`config.mk`:
```
export PLATFORM = sky130hd
export DESIGN_NAME = irq_ctrl
export DESIGN_NICKNAME = d
export VERILOG_FILES = /design/src/rtl/irq_ctrl_pkg.sv /design/src/rtl/irq_gateway.sv /design/src/rtl/irq_ctrl.sv
export SDC_FILE = /design/constraint.sdc
export NUM_CORES = 1
export LEC_CHECK = 0
export CAP_MARGIN = 20
export CORE_MARGIN = 4
export CORE_UTILIZATION = 48
export CTS_CLUSTER_SIZE = 20
export DETAILED_ROUTE_END_ITERATION = 10
export DONT_BUFFER_PORTS = 1
export PLACE_DENSITY = 0.73
export SYNTH_ARGS = -nofsm -noshare
export SYNTH_HDL_FRONTEND = slang
export SYNTH_SLANG_ARGS = --single-unit
```
`constraint.sdc`:
```
create_clock -name clk -period 17.74 [get_ports clk]
set_input_delay 2.661 -clock clk [delete_from_list [all_inputs] [get_ports clk]]
set_output_delay 2.661 -clock clk [all_outputs]
set_load 0.05 [all_outputs]
```
`src/rtl/irq_ctrl_pkg.sv`:
```
// irq_ctrl_pkg: shared definitions for the external-interrupt controller.
//   gw_state_e : gateway state per source (IDLE / PEND / BUSY)
//   CFG_*      : cfg_sel encodings for the configuration write port
// Optional feature macro: IRQ_CTRL_EDGE_EN (per-source edge mode).
package irq_ctrl_pkg;

  typedef enum logic [1:0] {
    GW_IDLE = 2'd0,
    GW_PEND = 2'd1,
    GW_BUSY = 2'd2
  } gw_state_e;

  localparam logic [1:0] CFG_EN     = 2'd0;
  localparam logic [1:0] CFG_EDGE   = 2'd1;
  localparam logic [1:0] CFG_PRIO   = 2'd2;
  localparam logic [1:0] CFG_THRESH = 2'd3;

endpackage

```
`src/rtl/irq_gateway.sv`:
```
// irq_gateway: one interrupt source. A 2-flop synchroniser feeds the
// IDLE/PEND/BUSY gateway FSM.
// Ports:
//   clk, rst      clock, asynchronous active-high reset
//   src_i         raw asynchronous source line
//   en_i          source enable (registered in the top level)
//   edge_i        edge mode select (only with IRQ_CTRL_EDGE_EN)
//   claim_i       this source is being claimed this cycle
//   complete_i    this source is being completed this cycle
//   pend_o        gateway is in PEND
// Macro IRQ_CTRL_EDGE_EN builds the edge detector and the one-deep
// deferred flag; without it the gateway is level-only.
module irq_gateway
  import irq_ctrl_pkg::*;
(
  input  logic clk,
  input  logic rst,
  input  logic src_i,
  input  logic en_i,
`ifdef IRQ_CTRL_EDGE_EN
  input  logic edge_i,
`endif
  input  logic claim_i,
  input  logic complete_i,
  output logic pend_o
);

  logic      sync1_q, sync2_q;
  gw_state_e state_q, state_d;
  logic      req;

`ifdef IRQ_CTRL_EDGE_EN
  logic prev_q, deferred_q, deferred_d, rise;
  assign rise = sync2_q & ~prev_q;
`endif

  always_ff @(posedge clk or posedge rst) begin
    if (rst) begin
      sync1_q <= 1'b0;
      sync2_q <= 1'b0;
      state_q <= GW_IDLE;
`ifdef IRQ_CTRL_EDGE_EN
      prev_q     <= 1'b0;
      deferred_q <= 1'b0;
`endif
    end else begin
      sync1_q <= src_i;
      sync2_q <= sync1_q;
      state_q <= state_d;
`ifdef IRQ_CTRL_EDGE_EN
      prev_q     <= sync2_q;
      deferred_q <= deferred_d;
`endif
    end
  end

  always_comb begin
    state_d = state_q;
    req     = sync2_q;
`ifdef IRQ_CTRL_EDGE_EN
    // A stale deferred flag must not survive a switch back to level mode.
    deferred_d = deferred_q & edge_i;
    if (edge_i) req = rise;
`endif
    case (state_q)
      GW_IDLE: begin
        if (req && en_i) state_d = GW_PEND;
      end
      GW_PEND: begin
        // Edges arriving while PEND are absorbed (nothing to do here).
        if (!en_i)        state_d = GW_IDLE;
        else if (claim_i) state_d = GW_BUSY;
      end
      GW_BUSY: begin
        // Disable does not abort an in-service source; only completion does.
        if (complete_i) state_d = GW_IDLE;
`ifdef IRQ_CTRL_EDGE_EN
        if (edge_i) begin
          if (complete_i) begin
            // An edge coinciding with completion counts as deferred too.
            if (deferred_q || rise) state_d = GW_PEND;
            deferred_d = 1'b0;
          end else if (rise) begin
            deferred_d = 1'b1;
          end
        end
`endif
      end
      default: state_d = GW_IDLE;
    endcase
  end

  assign pend_o = (state_q == GW_PEND);

endmodule

```
`src/rtl/irq_ctrl.sv`:
```
// irq_ctrl: parametrised external-interrupt controller with programmable
// priority/threshold and a claim/complete handshake.
// Ports:
//   clk, rst               clock, asynchronous active-high reset
//   src_irq[NUM_SRC]       raw source lines, bit i is ID i+1
//   cfg_we/sel/idx/wdata   configuration write (enable/edge/prio/threshold)
//   claim_req              claim the current claim_id
//   claim_id               best eligible pending ID, 0 = none
//   complete_req/id        retire an in-service ID
//   ext_irq                interrupt level to the CSR unit
// Macro IRQ_CTRL_EDGE_EN enables per-source edge mode; without it all
// sources are level-triggered and edge-mode writes are dropped.
module irq_ctrl
  import irq_ctrl_pkg::*;
#(
  parameter  int NUM_SRC = 8,
  parameter  int PRIO_W  = 3,
  localparam int ID_W    = $clog2(NUM_SRC + 1)
) (
  input  logic              clk,
  input  logic              rst,
  input  logic [NUM_SRC-1:0] src_irq,
  input  logic              cfg_we,
  input  logic [1:0]        cfg_sel,
  input  logic [ID_W-1:0]   cfg_idx,
  input  logic [PRIO_W-1:0] cfg_wdata,
  input  logic              claim_req,
  output logic [ID_W-1:0]   claim_id,
  input  logic              complete_req,
  input  logic [ID_W-1:0]   complete_id,
  output logic              ext_irq
);

  logic [NUM_SRC-1:0] en_q, en_d;
  logic [PRIO_W-1:0]  prio_q [NUM_SRC];
  logic [PRIO_W-1:0]  prio_d [NUM_SRC];
  logic [PRIO_W-1:0]  thresh_q, thresh_d;
`ifdef IRQ_CTRL_EDGE_EN
  logic [NUM_SRC-1:0] edge_q, edge_d;
`endif

  logic [NUM_SRC-1:0] pend, elig, claim_vec, complete_vec;
  logic [ID_W-1:0]    best_id;
  logic [PRIO_W-1:0]  best_prio;

  // Configuration registers. Index 0 or out-of-range never matches.
  always_comb begin
    en_d     = en_q;
    prio_d   = prio_q;
    thresh_d = thresh_q;
`ifdef IRQ_CTRL_EDGE_EN
    edge_d   = edge_q;
`endif
    for (int i = 0; i < NUM_SRC; i++) begin
      if (cfg_we && (cfg_idx == ID_W'(i + 1))) begin
        if (cfg_sel == CFG_EN)   en_d[i]   = cfg_wdata[0];
        if (cfg_sel == CFG_PRIO) prio_d[i] = cfg_wdata;
`ifdef IRQ_CTRL_EDGE_EN
        if (cfg_sel == CFG_EDGE) edge_d[i] = cfg_wdata[0];
`endif
      end
    end
    if (cfg_we && (cfg_sel == CFG_THRESH)) thresh_d = cfg_wdata;
  end

  always_ff @(posedge clk or posedge rst) begin
    if (rst) begin
      en_q     <= '0;
      prio_q   <= '{default: '0};
      thresh_q <= '0;
`ifdef IRQ_CTRL_EDGE_EN
      edge_q   <= '0;
`endif
    end else begin
      en_q     <= en_d;
      prio_q   <= prio_d;
      thresh_q <= thresh_d;
`ifdef IRQ_CTRL_EDGE_EN
      edge_q   <= edge_d;
`endif
    end
  end

  // Per-source gateways plus claim/complete decode. ID 0 and out-of-range
  // IDs match no slot, so those requests fall through with no effect.
  for (genvar gi = 0; gi < NUM_SRC; gi++) begin : g_src
    assign claim_vec[gi]    = claim_req && (claim_id == ID_W'(gi + 1));
    assign complete_vec[gi] = complete_req && (complete_id == ID_W'(gi + 1));
    assign elig[gi]         = pend[gi] && en_q[gi] && (prio_q[gi] > thresh_q);

    irq_gateway u_gw (
      .clk        (clk),
      .rst        (rst),
      .src_i      (src_irq[gi]),
      .en_i       (en_q[gi]),
`ifdef IRQ_CTRL_EDGE_EN
      .edge_i     (edge_q[gi]),
`endif
      .claim_i    (claim_vec[gi]),
      .complete_i (complete_vec[gi]),
      .pend_o     (pend[gi])
    );
  end

  // Max-priority select over registered state only. Strict '>' keeps the
  // lowest ID on ties; priority 0 can never beat threshold >= 0.
  always_comb begin
    best_id   = '0;
    best_prio = '0;
    for (int i = 0; i < NUM_SRC; i++) begin
      if (elig[i] && ((best_id == '0) || (prio_q[i] > best_prio))) begin
        best_id   = ID_W'(i + 1);
        best_prio = prio_q[i];
      end
    end
  end

  assign claim_id = best_id;
  assign ext_irq  = (best_id != '0);

endmodule

```
### Word-level counts from Yosys, hierarchy flattened

Index checks and enable logic that the tools add are counted.

* flip-flop bits (word level): 67
* output and inout bits: 5
* word-level logic and storage cells: 281

* order comparisons: 15
* equality and inequality tests: 66
* mux-type cells: 55
* reduce and logical (&&, ||, !) cells: 104

Operator list (count)
* 2-to-1 mux 2 bit: 32
* logical AND 1 bit: 56
* equality test 4 x 3 -> 1 bit, second input constant: 12
* one-hot mux 2 bit (3 select lines): 8
* > comparator 3 bit: 15
* != test 2 x 1 -> 1 bit, second input constant: 16
* AND reduction 2 bit: 16
* logical NOT 4 bit: 7
* 2-to-1 mux 4 bit: 7
* equality test 4 x 2 -> 1 bit, second input constant: 6
* != test 3 x 2 -> 1 bit, second input constant: 8
* AND reduction 3 bit: 8
* 2-to-1 mux 3 bit: 7
* equality test 2 bit, second input constant: 10
* logical NOT 2 bit: 9
* equality test 2 x 1 -> 1 bit, second input constant: 8
* equality test 4 x 1 -> 1 bit, second input constant: 3
* equality test 4 bit, second input constant: 3
* logical OR 1 bit: 7
* nonzero test 4 bit: 1
* 2-to-1 mux 1 bit: 1

### Longest topological paths before layout

Gate-level depths: netlist of the first run.

* depth in word-level cells: 37
* depth in mapped cells: 56
* depth with buffers taken out: 55

### By module

A second synthesis of the first run with hierarchy kept.

* cells, all modules: 447
* area total of the unflattened synthesis: 4543.1 um2

By module, submodules not included
* irq_ctrl: times used 1, cells each 351, area an instance 3301.9 um2, seq. area each 875.8 um2
* irq_gateway: times used 8, cells each 12, area an instance 155.1 um2, seq. area each 100.1 um2

### Least setup slack after synthesis of the first run

Ideal clock, no wire load.

* kind: flip-flop to output port
* start point: register thresh_q[2]
* end point: output claim_id[0]
* data arrival time: 10.854 ns
* data required time: 15.079 ns
* path slack: 4.225 ns
* cell stages (with the launch flop): 54
* path through: dfrtp_1 inv_1 ha_1 nand3_1 and3_1 buf_6 nand3_1 ha_1 a211oi_1 nor2_1 a21o_1 and2_1 ha_1 nor2b_1 o21a_1 o21ai_0 a21oi_1 o31a_1 [18 not listed] a211oi_4 o21ai_1 o21a_1 ha_1 nor2b_1 o21a_1 o21ai_0 o22ai_1 and2_1 a311o_1 ha_1 nor2b_1 o21ai_0 inv_1 o21ai_0 a21boi_0 a21boi_1 nor2_1

* cells in the longest elaborated chain, start to end: 31
* elaborated cells between the ends (all ways): 59
* classes of those cells: 15 x order compare; 15 x mux; 29 x reduce/logical

RTL lines
* start, declared: line irq_ctrl.sv:37 `logic [PRIO_W-1:0] thresh_q, thresh_d;`
* start signal, assigned: line irq_ctrl.sv:77 `thresh_q <= thresh_d;`
* > comparator 3 bit: line irq_ctrl.sv:89 `assign elig[gi] = pend[gi] && en_q[gi] && (prio_q[gi] > thresh_q);`
* logical AND 1 bit: line irq_ctrl.sv:89
* 2-to-1 mux 3 bit / 2-to-1 mux 1 bit (equally long branches): line irq_ctrl.sv:111 `if (elig[i] && ((best_id == '0) || (prio_q[i] > best_prio))) begin`
* > comparator 3 bit / logical NOT 4 bit (equally long branches): line irq_ctrl.sv:111
* logical OR 1 bit: line irq_ctrl.sv:111
* logical AND 1 bit: line irq_ctrl.sv:111
* 2-to-1 mux 3 bit / 2-to-1 mux 4 bit (equally long branches): line irq_ctrl.sv:111
* > comparator 3 bit / logical NOT 4 bit (equally long branches): line irq_ctrl.sv:111
* [15 not listed]
* > comparator 3 bit / logical NOT 4 bit (equally long branches): line irq_ctrl.sv:111
* logical OR 1 bit: line irq_ctrl.sv:111
* logical AND 1 bit: line irq_ctrl.sv:111
* 2-to-1 mux 3 bit / 2-to-1 mux 4 bit (equally long branches): line irq_ctrl.sv:111
* > comparator 3 bit / logical NOT 4 bit (equally long branches): line irq_ctrl.sv:111
* logical OR 1 bit: line irq_ctrl.sv:111
* logical AND 1 bit: line irq_ctrl.sv:111
* 2-to-1 mux 4 bit *: line irq_ctrl.sv:111
* end, declared: line irq_ctrl.sv:28 `output logic [ID_W-1:0] claim_id,`

Mark *: on every way between the ends. The rest lies on a longest branch, timed or not.

### Final worst setup path of the first run

* start point: register thresh_q[2]
* end point: output claim_id[2]

Same word-level chain as after synthesis.

==> run metrics, run 1 <==
outcome finished, final reports clean; FF+latch area 1680 um^2; diode count 0; clock skew 0.00874 ns; final setup fails 0; Slew Viols, Final 0; antenna violations before repair 0; RR Startpoint thresh_q[2]; CP most frequent cell ha_1; asr flop ratio synth 100%; hold buffer count at cts 0; CTS Buf Count 9; first-pass GRT wire length 16600 um; r2r worst-path depth 51; grt ovf 0; post-CTS sizing 0; GPL Wtd Cong 0.913; crit path capture type primary output; layout net count 499; maximum capacitance violations 0; leak pwr 2.14 nW; Mean Syn Cell Area 10.2 um^2; fin util 53.3%; Max transition margin 18.6%; Arr. time, crit path 12.35 ns; synth unique cells 62; vias in the first global route 3308; VDD IR max 0.0000581 V; initial DRC count 208; flops & latches, synth 67; Hold WC Path Type flip-flop to flip-flop; core area 8720 um^2; CTS clk-pin slew, worst paths 0.07 ns; DR pass1 iterations 4; Mapped Nets ~500; Bufs on Longest Clock Path 2; Setup Fix Bufs, Post-CTS 0; PwrDens slightly below 90 nW/um^2; gr usage total between 20% and 30%; Root Buffer clkbuf_8; CTS tree done; Rows 34; H-tree Lvls 3; Post-Syn Instances 421; PortBufs 0; Skew-Pair Late Insertion Delay 0.34 ns; final setup margin 2.73 ns; DR vias roughly 3300; Die Y 103 um; critical path class flip-flop to primary output; dpl ws 3.28 ns; crit path time final 15.01 ns; Post-synth top flop dfrtp_1; Slowest-stage cell, CP a21oi_1; Worst Hold Depth 0; Worst EP required 15.08 ns; drt drc 0; EDFF count, synth 0; worst reg2reg setup slack between 5 and 6 ns; Routed WL roughly 10000 um; final hold violation count 0; setup TNS 0 ns; Critical R2R Capture g_src[1].u_gw.state_q[0]; Multi-input gate area ~2500 um^2; largest net degree at the start of global routing 68; worst slew pin tran approximately 1.2 ns; RSZ-0062 raised after global routing no; Yosys warning total 0; Syn-to-layout area delta 7.81%; Post-Synthesis Cell Area 4310 um^2; Tcrit/Tclk final around 85%; DIE AREA around 11000 um^2; Avg WL per Cell about 19 um; sequential-to-total area share from yosys stat 38.9%; Worst Path Max Fanout 8; Max Clock Freq between 60 and 70 MHz; DP Wirelength between 8000 and 9000 um; fill cell count 751; post-DR vias/cell 6.16; Initial Utilization roughly 49%; Post-DRT Antenna Nets 0; startpoint types flip-flop; Hold Crit Start g_src[6].u_gw.sync1_q; share of layout cells above drive strength 1 14.9%; clk sinks 67; Largest stage delay, worst path 0.87 ns; die width slightly above 100 um; Worst Hold Path EP g_src[6].u_gw.req; # IOs 31
[registers in the layout, indices dropped and copies added (netlist names)]
name                count
g_src.u_gw.sync1_q      8
en_q                    8
g_src.u_gw.state_q     16
g_src.u_gw.req          8
prio_q                 24
thresh_q                3
[Yosys cell counts (8+ instances only)]
| library cell | instances | area share [%] |
|---|---|---|
| nand2_1 | 33 | 2.9 |
| a21o_1 | 8 | 1.4 |
| o21a_1 | 8 | 1.4 |
| nor2_1 | 20 | 1.7 |
| nand3b_1 | 10 | 1.7 |
| dfrtp_1 | 67 | 39 |
| ha_1 | 43 | 12 |
| a21oi_1 | 17 | 2.0 |
| mux2_2 | 35 | 9.1 |
| nor2b_1 | 15 | 2.2 |
| inv_1 | 26 | 2.3 |
| o21ai_0 | 18 | 2.1 |
| nand3_1 | 21 | 2.4 |
[final cells by class]
type                       instances  share of cell area [%]
clock buffer                      11                    2.83
clock inverter                     5                    1.67
inverter                          26                    2.10
multi-input combinational        324                    54.1
sequential                        67                    36.1
tap                              108                    2.91
timing repair buffer               2                   0.323
[through the flow]
stage	power, mW	hold slack [ns]	std cells	cell area, um^2
2_1_floorplan	0.254	0.331	421	4310
3_3_place_gp	0.271	0.332	527	4440
3_5_place_dp	0.277	0.335	527	4440
4_1_cts	0.414	0.351	543	4650
5_1_grt	0.436	0.361	543	4650
6_report	0.411	0.349	543	4650
[worst max path at each step]
stage,from,endpoint,cells past startpoint,slack (ns)
final,thresh_q[2],claim_id[2],51,2.73
after global routing,thresh_q[2],claim_id[2],52,1.77
after CTS,thresh_q[2],claim_id[2],53,2.82
after detailed placement,thresh_q[2],claim_id[2],53,3.28
after global placement,thresh_q[2],claim_id[2],53,3.56
after floorplan,thresh_q[2],claim_id[0],53,4.22
[cells in the final DEF, fill, tap and decap left out, types with 3 or more instances in the layout]
cell type,instances
and2_1,5
nand2b_1,4
o21ai_1,3
a31o_1,4
nand3_1,21
dfrtp_1,67
a22oi_1,3
nor3b_1,6
ha_1,43
clkbuf_8,9
a21boi_1,3
o21a_1,8
a22o_1,3
o211a_1,4
nand2_1,33
nand4_1,4
o211ai_1,3
mux2_2,35
nor2_1,20
nor2b_1,15
and3_1,6
a311oi_1,3
a21o_1,8
nand3b_1,10
inv_1,25
nor3_1,4
a21oi_1,17
o21ai_0,18
[power by group]
part	internal (mW)	switching, mW
Clock	0.0788	0.0564
Sequential	0.169	0.0160
Combinational	0.0394	0.0519
Total	0.287	0.124
[layer usage]
metal  up-vias  global-route usage, %  share of wire [%]
li1       1591                      -                  -
met1      1649                   27.2                 44
met2        81                   32.7                 48
met3        25                   4.67                5.2
met4         0                   8.67                2.6
met5         -                      0                  0
[cells by family after synthesis]
group	count (synthesis)	share of synthesized area, %
mux	36	9.40
compound gates	103	18.1
simple gates	142	18.3
fa+ha+maj	43	12.5
buf+inv	30	2.79
flops	67	38.9
[worst max-delay path, delay by kind of cell, from the launching register on]
family / cells / cell delay (ns)
simple gates: 11 / 1.70
compound gates: 26 / 6.38
fa+ha+maj: 8 / 2.23
flops: 1 / 0.37
buf+inv: 4 / 0.65
mux: 2 / 0.68
Note: power is estimated with default switching activity, not from simulation.
==> run 2: changes to the inputs <==
==> constraint.sdc (replaced) <==
create_clock -name clk -period 15.1 [get_ports clk]
set_input_delay 2.265 -clock clk [delete_from_list [all_inputs] [get_ports clk]]
set_output_delay 2.265 -clock clk [all_outputs]
set_load 0.05 [all_outputs]
==> run 2 against run 1 <==
Hold slack gained 0.0010 ns. Sequential cell count is the same. Design area grew 0.83%. Die area is the same. Critical path type unchanged. Largest cell class unchanged. Largest power group unchanged. Power grew 20%. Core utilization grew 0.44 points. Register-to-register slack lost 2.6 ns. Highest routed layer unchanged. Combinational power grew 17%. Wire length grew 2.0%.
==> run metrics, run 2 (synthesis results as in run 1) <==
outcome finished, final reports clean (unchanged); most flop-heavy register prio_q (unchanged); DR pass1 iterations 5 (was 4); final hold violation count 0 (unchanged); CTS tree done (unchanged); Avg WL per Cell 19.2 um (was 18.9 um); CP most frequent cell ha_1 (unchanged); PortBufs 0 (unchanged); Critical R2R Capture g_src[0].u_gw.state_q[0] (was g_src[1].u_gw.state_q[0]); CTS Buf Count 9 (unchanged); Skew-Pair Late Insertion Delay 0.34 ns (about the same); initial DRC count 244 (was 208); placed cells 528 (was 527); drt drc 0 (unchanged); hold buffer count at cts 0 (unchanged); dpl ws 1.20 ns (was 3.28 ns); Bufs on Longest Clock Path 2 (unchanged); RSZ-0062 raised after global routing no (unchanged); DP Wirelength 8090 um (was 8020 um); commonest cells after routing, fill and taps aside 67 x dfrtp_1, 43 x ha_1, 35 x mux2_2, 33 x nand2_1, 25 x inv_1 (unchanged); VDD IR max 0.0000715 V (was 0.0000581 V); post-DR vias/cell 6.21 (was 6.16); worst reg2reg setup slack 3.37 ns (was 5.98 ns); worst slew pin tran 1.28 ns (was 1.22 ns); Slowest-stage cell, CP o21bai_1 (was a21oi_1); Hold WC Path Type flip-flop to flip-flop (unchanged); final setup margin 0.907 ns (was 2.73 ns); Post-DRT Antenna Nets 0 (unchanged); layout net count 500 (was 499); Largest stage delay, worst path 0.50 ns (was 0.87 ns); clk sinks 67 (unchanged); Max transition margin 14.9% (was 18.6%); PwrDens 105 nW/um^2 (was 88.5 nW/um^2); gr usage total 21.3% (was 20.6%); DP Area 4450 um^2 (was 4440 um^2); RR Startpoint thresh_q[2] (unchanged); critical path class flip-flop to primary output (unchanged); Critical Path Sink claim_id[2] (unchanged); Slew Viols, Final 0 (unchanged); vias in the first global route 3368 (was 3308); Worst EP required 12.84 ns (was 15.08 ns); setup TNS 0 ns (unchanged); Rows 34 (unchanged); Arr. time, crit path 11.93 ns (was 12.35 ns); clock skew 0.00689 ns (was 0.00874 ns); fin util 53.7% (was 53.3%); Layout Cells excl Fill 544 (was 543); startpoint types flip-flop (unchanged); DR vias 3380 (was 3346); GPL Wtd Cong 0.869 (was 0.913); DIE AREA 10600 um^2 (unchanged); Tcrit/Tclk final 94.0%; r2r worst-path depth 51 (unchanged); core area 8720 um^2 (unchanged); maximum capacitance violations 0 (unchanged); commonest non-fill, non-tap cell in the layout dfrtp_1 (unchanged); Max Clock Freq approximately 70 MHz; largest net degree at the start of global routing 68 (unchanged); Setup Fix Bufs, Post-CTS 0 (unchanged); max FFs per register 24 (unchanged); share of layout cells above drive strength 1 16.3% (was 14.9%); Syn-to-layout area delta 8.71% (was 7.81%); grt ovf 0 (unchanged); CTS clk-pin slew, worst paths 0.07 ns (about the same); Largest regs prio_q x24, g_src.u_gw.state_q x16 (unchanged); die width 103 um (unchanged); # IOs 31 (unchanged); crit path capture type primary output (unchanged); first-pass GRT wire length 17200 um (was 16600 um); diode count 0 (unchanged); Die Y 103 um (unchanged); final setup fails 0 (unchanged); Routed WL 10500 um (was 10300 um); Initial Utilization 49.4% (unchanged); Worst Path Max Fanout 8 (unchanged); Root Buffer clkbuf_8 (unchanged); crit path from thresh_q[2] (unchanged); leak pwr 2.16 nW (was 2.14 nW); antenna violations before repair 0 (unchanged); final instance area 4690 um^2 (was 4650 um^2); H-tree Lvls 3 (unchanged); crit path time final 14.19 ns
==> run 2: changes by cell type in the layout (fill, tap and decap cells not counted) <==
cell and delta:
clkbuf_1 -2, a311oi_1 -1, a311oi_2 +1, buf_4 +1, clkbuf_8 +1, clkinv_2 -1
clkinv_4 +1, clkinvlp_4 +1, nand3_1 -1, nand3_2 +1, nor2_1 -1, nor2_2 +1
==> run 2: area by class of cell <==
cell class	count	area [um^2]
Timing Repair Buffer	3	22.5
Inverter	26	97.6
Clock buffer	10	138
Multi-Input combinational cell	324	2530
Clock inverter	6	88.8
Sequential cell	67	1680
Tap cell	108	135
Fill cell	749	4030
==> run 2: worst min-delay path by stage <==
| stage | start | end | slack, ns | cells past startpoint |
|---|---|---|---|---|
| after floorplan | g_src[0].u_gw.sync1_q | g_src[0].u_gw.req | 0.33 | 0 |
| after global placement | g_src[6].u_gw.sync1_q | g_src[6].u_gw.req | 0.33 | 0 |
| after detailed placement | g_src[6].u_gw.sync1_q | g_src[6].u_gw.req | 0.34 | 0 |
| after CTS | g_src[1].u_gw.sync1_q | g_src[1].u_gw.req | 0.35 | 0 |
| after global routing | g_src[4].u_gw.sync1_q | g_src[4].u_gw.req | 0.37 | 0 |
| final | g_src[6].u_gw.sync1_q | g_src[6].u_gw.req | 0.35 | 0 |
==> run 2: power by group <==
| group | total (mW) | switching (mW) | internal (mW) |
|---|---|---|---|
| sequential | 0.217 | 0.0191 | 0.198 |
| combinational | 0.107 | 0.0608 | 0.0466 |
| clock | 0.167 | 0.0695 | 0.0974 |
| total | 0.492 | 0.149 | 0.342 |
==> run 2: repair_timing <==
item / CTS / global route
gates resized for setup: 0 / 3
setup endpoints to repair: 0 / 3
hold endpoints to repair: 0 / 0
==> run 2: layer usage <==
| metal | track usage, % | wire length, um | share of wire, % | vias to the layer above |
|---|---|---|---|---|
| met3 | 4.80 | 634 | 6.1 | 21 |
| met2 | 35.8 | 5190 | 50 | 108 |
| met4 | 7.07 | 194 | 1.9 | 0 |
| met5 | 0 | 0 | 0 | - |
| li1 | - | - | - | 1585 |
| met1 | 27.2 | 4440 | 42 | 1666 |
==> run 2: worst max-delay path, delay by kind of cell, from the launching register on <==
kind            cells  cell delay (ns)
fa+ha+maj           8             2.26
buf+inv             5             0.91
simple gates       11             1.79
compound gates     26             5.91
flops               1             0.37
mux                 1             0.34
==> run 2: per-stage QoR <==
stage          hold WS, ns  total power [mW]
2_1_floorplan        0.331             0.298
3_3_place_gp         0.333             0.319
3_5_place_dp         0.336             0.326
4_1_cts              0.353             0.494
5_1_grt              0.367             0.521
6_report             0.350             0.492
==> run 3: changes to the inputs <==
--- a/config.mk
+++ b/config.mk
@@ -6,7 +6,7 @@
 export NUM_CORES = 1
 export LEC_CHECK = 0
 export CAP_MARGIN = 20
-export CORE_MARGIN = 4
+export CORE_MARGIN = 2
 export CORE_UTILIZATION = 48
 export CTS_CLUSTER_SIZE = 20
 export DETAILED_ROUTE_END_ITERATION = 10
==> run 3 against run 2 <==
Design area shrank 0.51%. Count of clock-buffer cells in the layout down 1. Hold slack gained 0.0038 ns. Clock skew is 0.0020 ns higher. Core utilization shrank 0.27 points. Setup slack lost 0.050 ns. First-iteration DRC count down 22%. Die area fell by 7.6%. Fmax shrank 0.35%.
==> run metrics, run 3 (synthesis results as in run 1) <==
final setup fails 0 (unchanged); gr usage total 22.4% (was 21.3%); Worst Path Max Fanout 8 (unchanged); CTS Buf Count 9 (unchanged); Max Clock Freq 70.2 MHz (was 70.5 MHz); Largest stage delay, worst path 0.46 ns (was 0.50 ns); Rows 34 (unchanged); Arr. time, crit path 11.98 ns (was 11.93 ns); CTS tree done (unchanged); Switch Pwr 157 uW (was 149 uW); final instance area 4660 um^2 (was 4690 um^2); PortBufs 0 (unchanged); max FFs per register 24 (unchanged); drt drc 0 (unchanged); Largest regs prio_q x24, g_src.u_gw.state_q x16 (unchanged); GPL Wtd Cong 0.877 (was 0.869); CTS clk-pin slew, worst paths 0.08 ns (was 0.07 ns); Routed WL 10500 um (about the same); H-tree Lvls 3 (unchanged); Initial Utilization 49.4% (unchanged); RSZ-0062 raised after global routing no (unchanged); Hold Crit Start g_src[3].u_gw.sync1_q (was g_src[6].u_gw.sync1_q); final total power 479 uW (was 492 uW); Slew Viols, Final 0 (unchanged); Hold WC Path Type flip-flop to flip-flop (unchanged); commonest non-fill, non-tap cell in the layout dfrtp_1 (unchanged); worst slew pin tran 1.29 ns (was 1.28 ns); DP Area 4450 um^2 (unchanged); Sw Share 32.8% (was 30.4%); Setup Fix Bufs, Post-CTS 0 (unchanged); startpoint types flip-flop (unchanged); share of layout cells above drive strength 1 16.5% (was 16.3%); # IOs 31 (unchanged); Root Buffer clkbuf_8 (unchanged); Worst EP required 12.84 ns (about the same); commonest cells after routing, fill and taps aside 67 x dfrtp_1, 43 x ha_1, 35 x mux2_2, 33 x nand2_1, 25 x inv_1 (unchanged); DP Wirelength 7890 um (was 8090 um); DR vias 3363 (was 3380); post-CTS sizing 0 (unchanged); most flop-heavy register prio_q (unchanged); die width 98.8 um (was 103 um); final setup margin 0.858 ns (was 0.907 ns); DIE AREA 9760 um^2 (was 10600 um^2); vias in the first global route 3382 (was 3368); Comb power frac 22.6% (was 21.8%); hold buffer count at cts 0 (unchanged); PwrDens 103 nW/um^2 (was 105 nW/um^2); Skew-Pair Late Insertion Delay 0.34 ns (about the same); Sequential Power Share 45.4% (was 44.2%); VDD IR max 0.0000792 V (was 0.0000715 V); critical path class flip-flop to primary output (unchanged); RR Startpoint thresh_q[2] (unchanged); Bufs on Longest Clock Path 2 (unchanged); leak pwr 2.15 nW (was 2.16 nW); outcome finished, final reports clean (unchanged); placed cells 528 (unchanged); clock skew 0.00888 ns (was 0.00689 ns); core area 8720 um^2 (unchanged); CP most frequent cell ha_1 (unchanged); maximum capacitance violations 0 (unchanged); post-DR vias/cell 6.18 (was 6.21); first-pass GRT wire length 17100 um (was 17200 um); Post-DRT Antenna Nets 0 (unchanged); crit path time final 14.24 ns (was 14.19 ns); Syn-to-layout area delta 8.15% (was 8.71%); setup TNS 0 ns (unchanged); crit path from thresh_q[2] (unchanged); crit path capture type primary output (unchanged); DR pass1 iterations 4 (was 5); grt ovf 0 (unchanged); Layout Cells excl Fill 544 (unchanged); diode count 0 (unchanged); Avg WL per Cell 19.3 um (was 19.2 um); initial DRC count 190 (was 244); Slowest-stage cell, CP nor2_2 (was o21bai_1); Int Pwr 322 uW (was 342 uW); Clk network pwr share 32.0% (was 33.9%); clk sinks 67 (unchanged); antenna violations before repair 0 (unchanged); layout net count 500 (unchanged); Tcrit/Tclk final 94.3% (was 94.0%); Max transition margin 14.3% (was 14.9%); dpl ws 1.01 ns (was 1.20 ns); final hold violation count 0 (unchanged); Die Y 98.8 um (was 103 um); largest net degree at the start of global routing 68 (unchanged)
==> run 3: layer usage <==
metal	global-route usage, %	vias up	routed length (um)	share of wire (%)
li1	-	1583	-	-
met1	27.8	1650	4500	43
met2	38.1	104	5130	49
met3	5.25	26	601	5.7
met4	8.54	0	282	2.7
met5	0	-	0	0
==> run 3: final timing paths <==
path	endpoint	slack [ns]	depth (start not counted)
worst max-delay path	claim_id[0]	0.86	54
worst max register to register	g_src[0].u_gw.state_q[0]	3.29	54
max in group asynchronous	prio_q[10]	12.52	2
worst min register to register	g_src[3].u_gw.req	0.35	0
min in group asynchronous	g_src[0].u_gw.state_q[1]	2.04	2
worst min-delay path	g_src[3].u_gw.req	0.35	0
==> run 3: power by group through the flow <==
| stage | clock (mW) | sequential [mW] | combinational [mW] |
|---|---|---|---|
| after CTS | 0.157 | 0.217 | 0.107 |
| after global placement | 0 | 0.219 | 0.0987 |
| after floorplan | 0 | 0.213 | 0.0855 |
| after detailed placement | 0 | 0.220 | 0.106 |
| final | 0.153 | 0.217 | 0.108 |
| after global routing | 0.165 | 0.219 | 0.122 |
==> run 3: critical path: cells and delay by family (launching register included) <==
family	cells	cell delay [ns]
AO/OA/AOI/OAI	25	5.24
adder cells (fa/ha/maj)	8	2.21
buffers and inverters	5	0.72
flip-flops	1	0.38
multiplexers	2	0.69
AND/OR/NAND/NOR	14	2.39
==> run 3: cell type report <==
type / instances / area [um^2]
inverter: 26 / 97.6
clock inverter: 7 / 75.1
sequential: 67 / 1680
multi-input combinational: 324 / 2530
fill: 754 / 4060
tap: 108 / 135
timing repair buffer: 3 / 22.5
clock buffer: 9 / 124
==> run 3: through the flow <==
step	util (%)	hold slack (ns)
CTS	53.3	0.355
global route	53.5	0.365
global placement	51.0	0.332
floorplan	-	0.331
detailed placement	51.0	0.337
finish	53.5	0.354
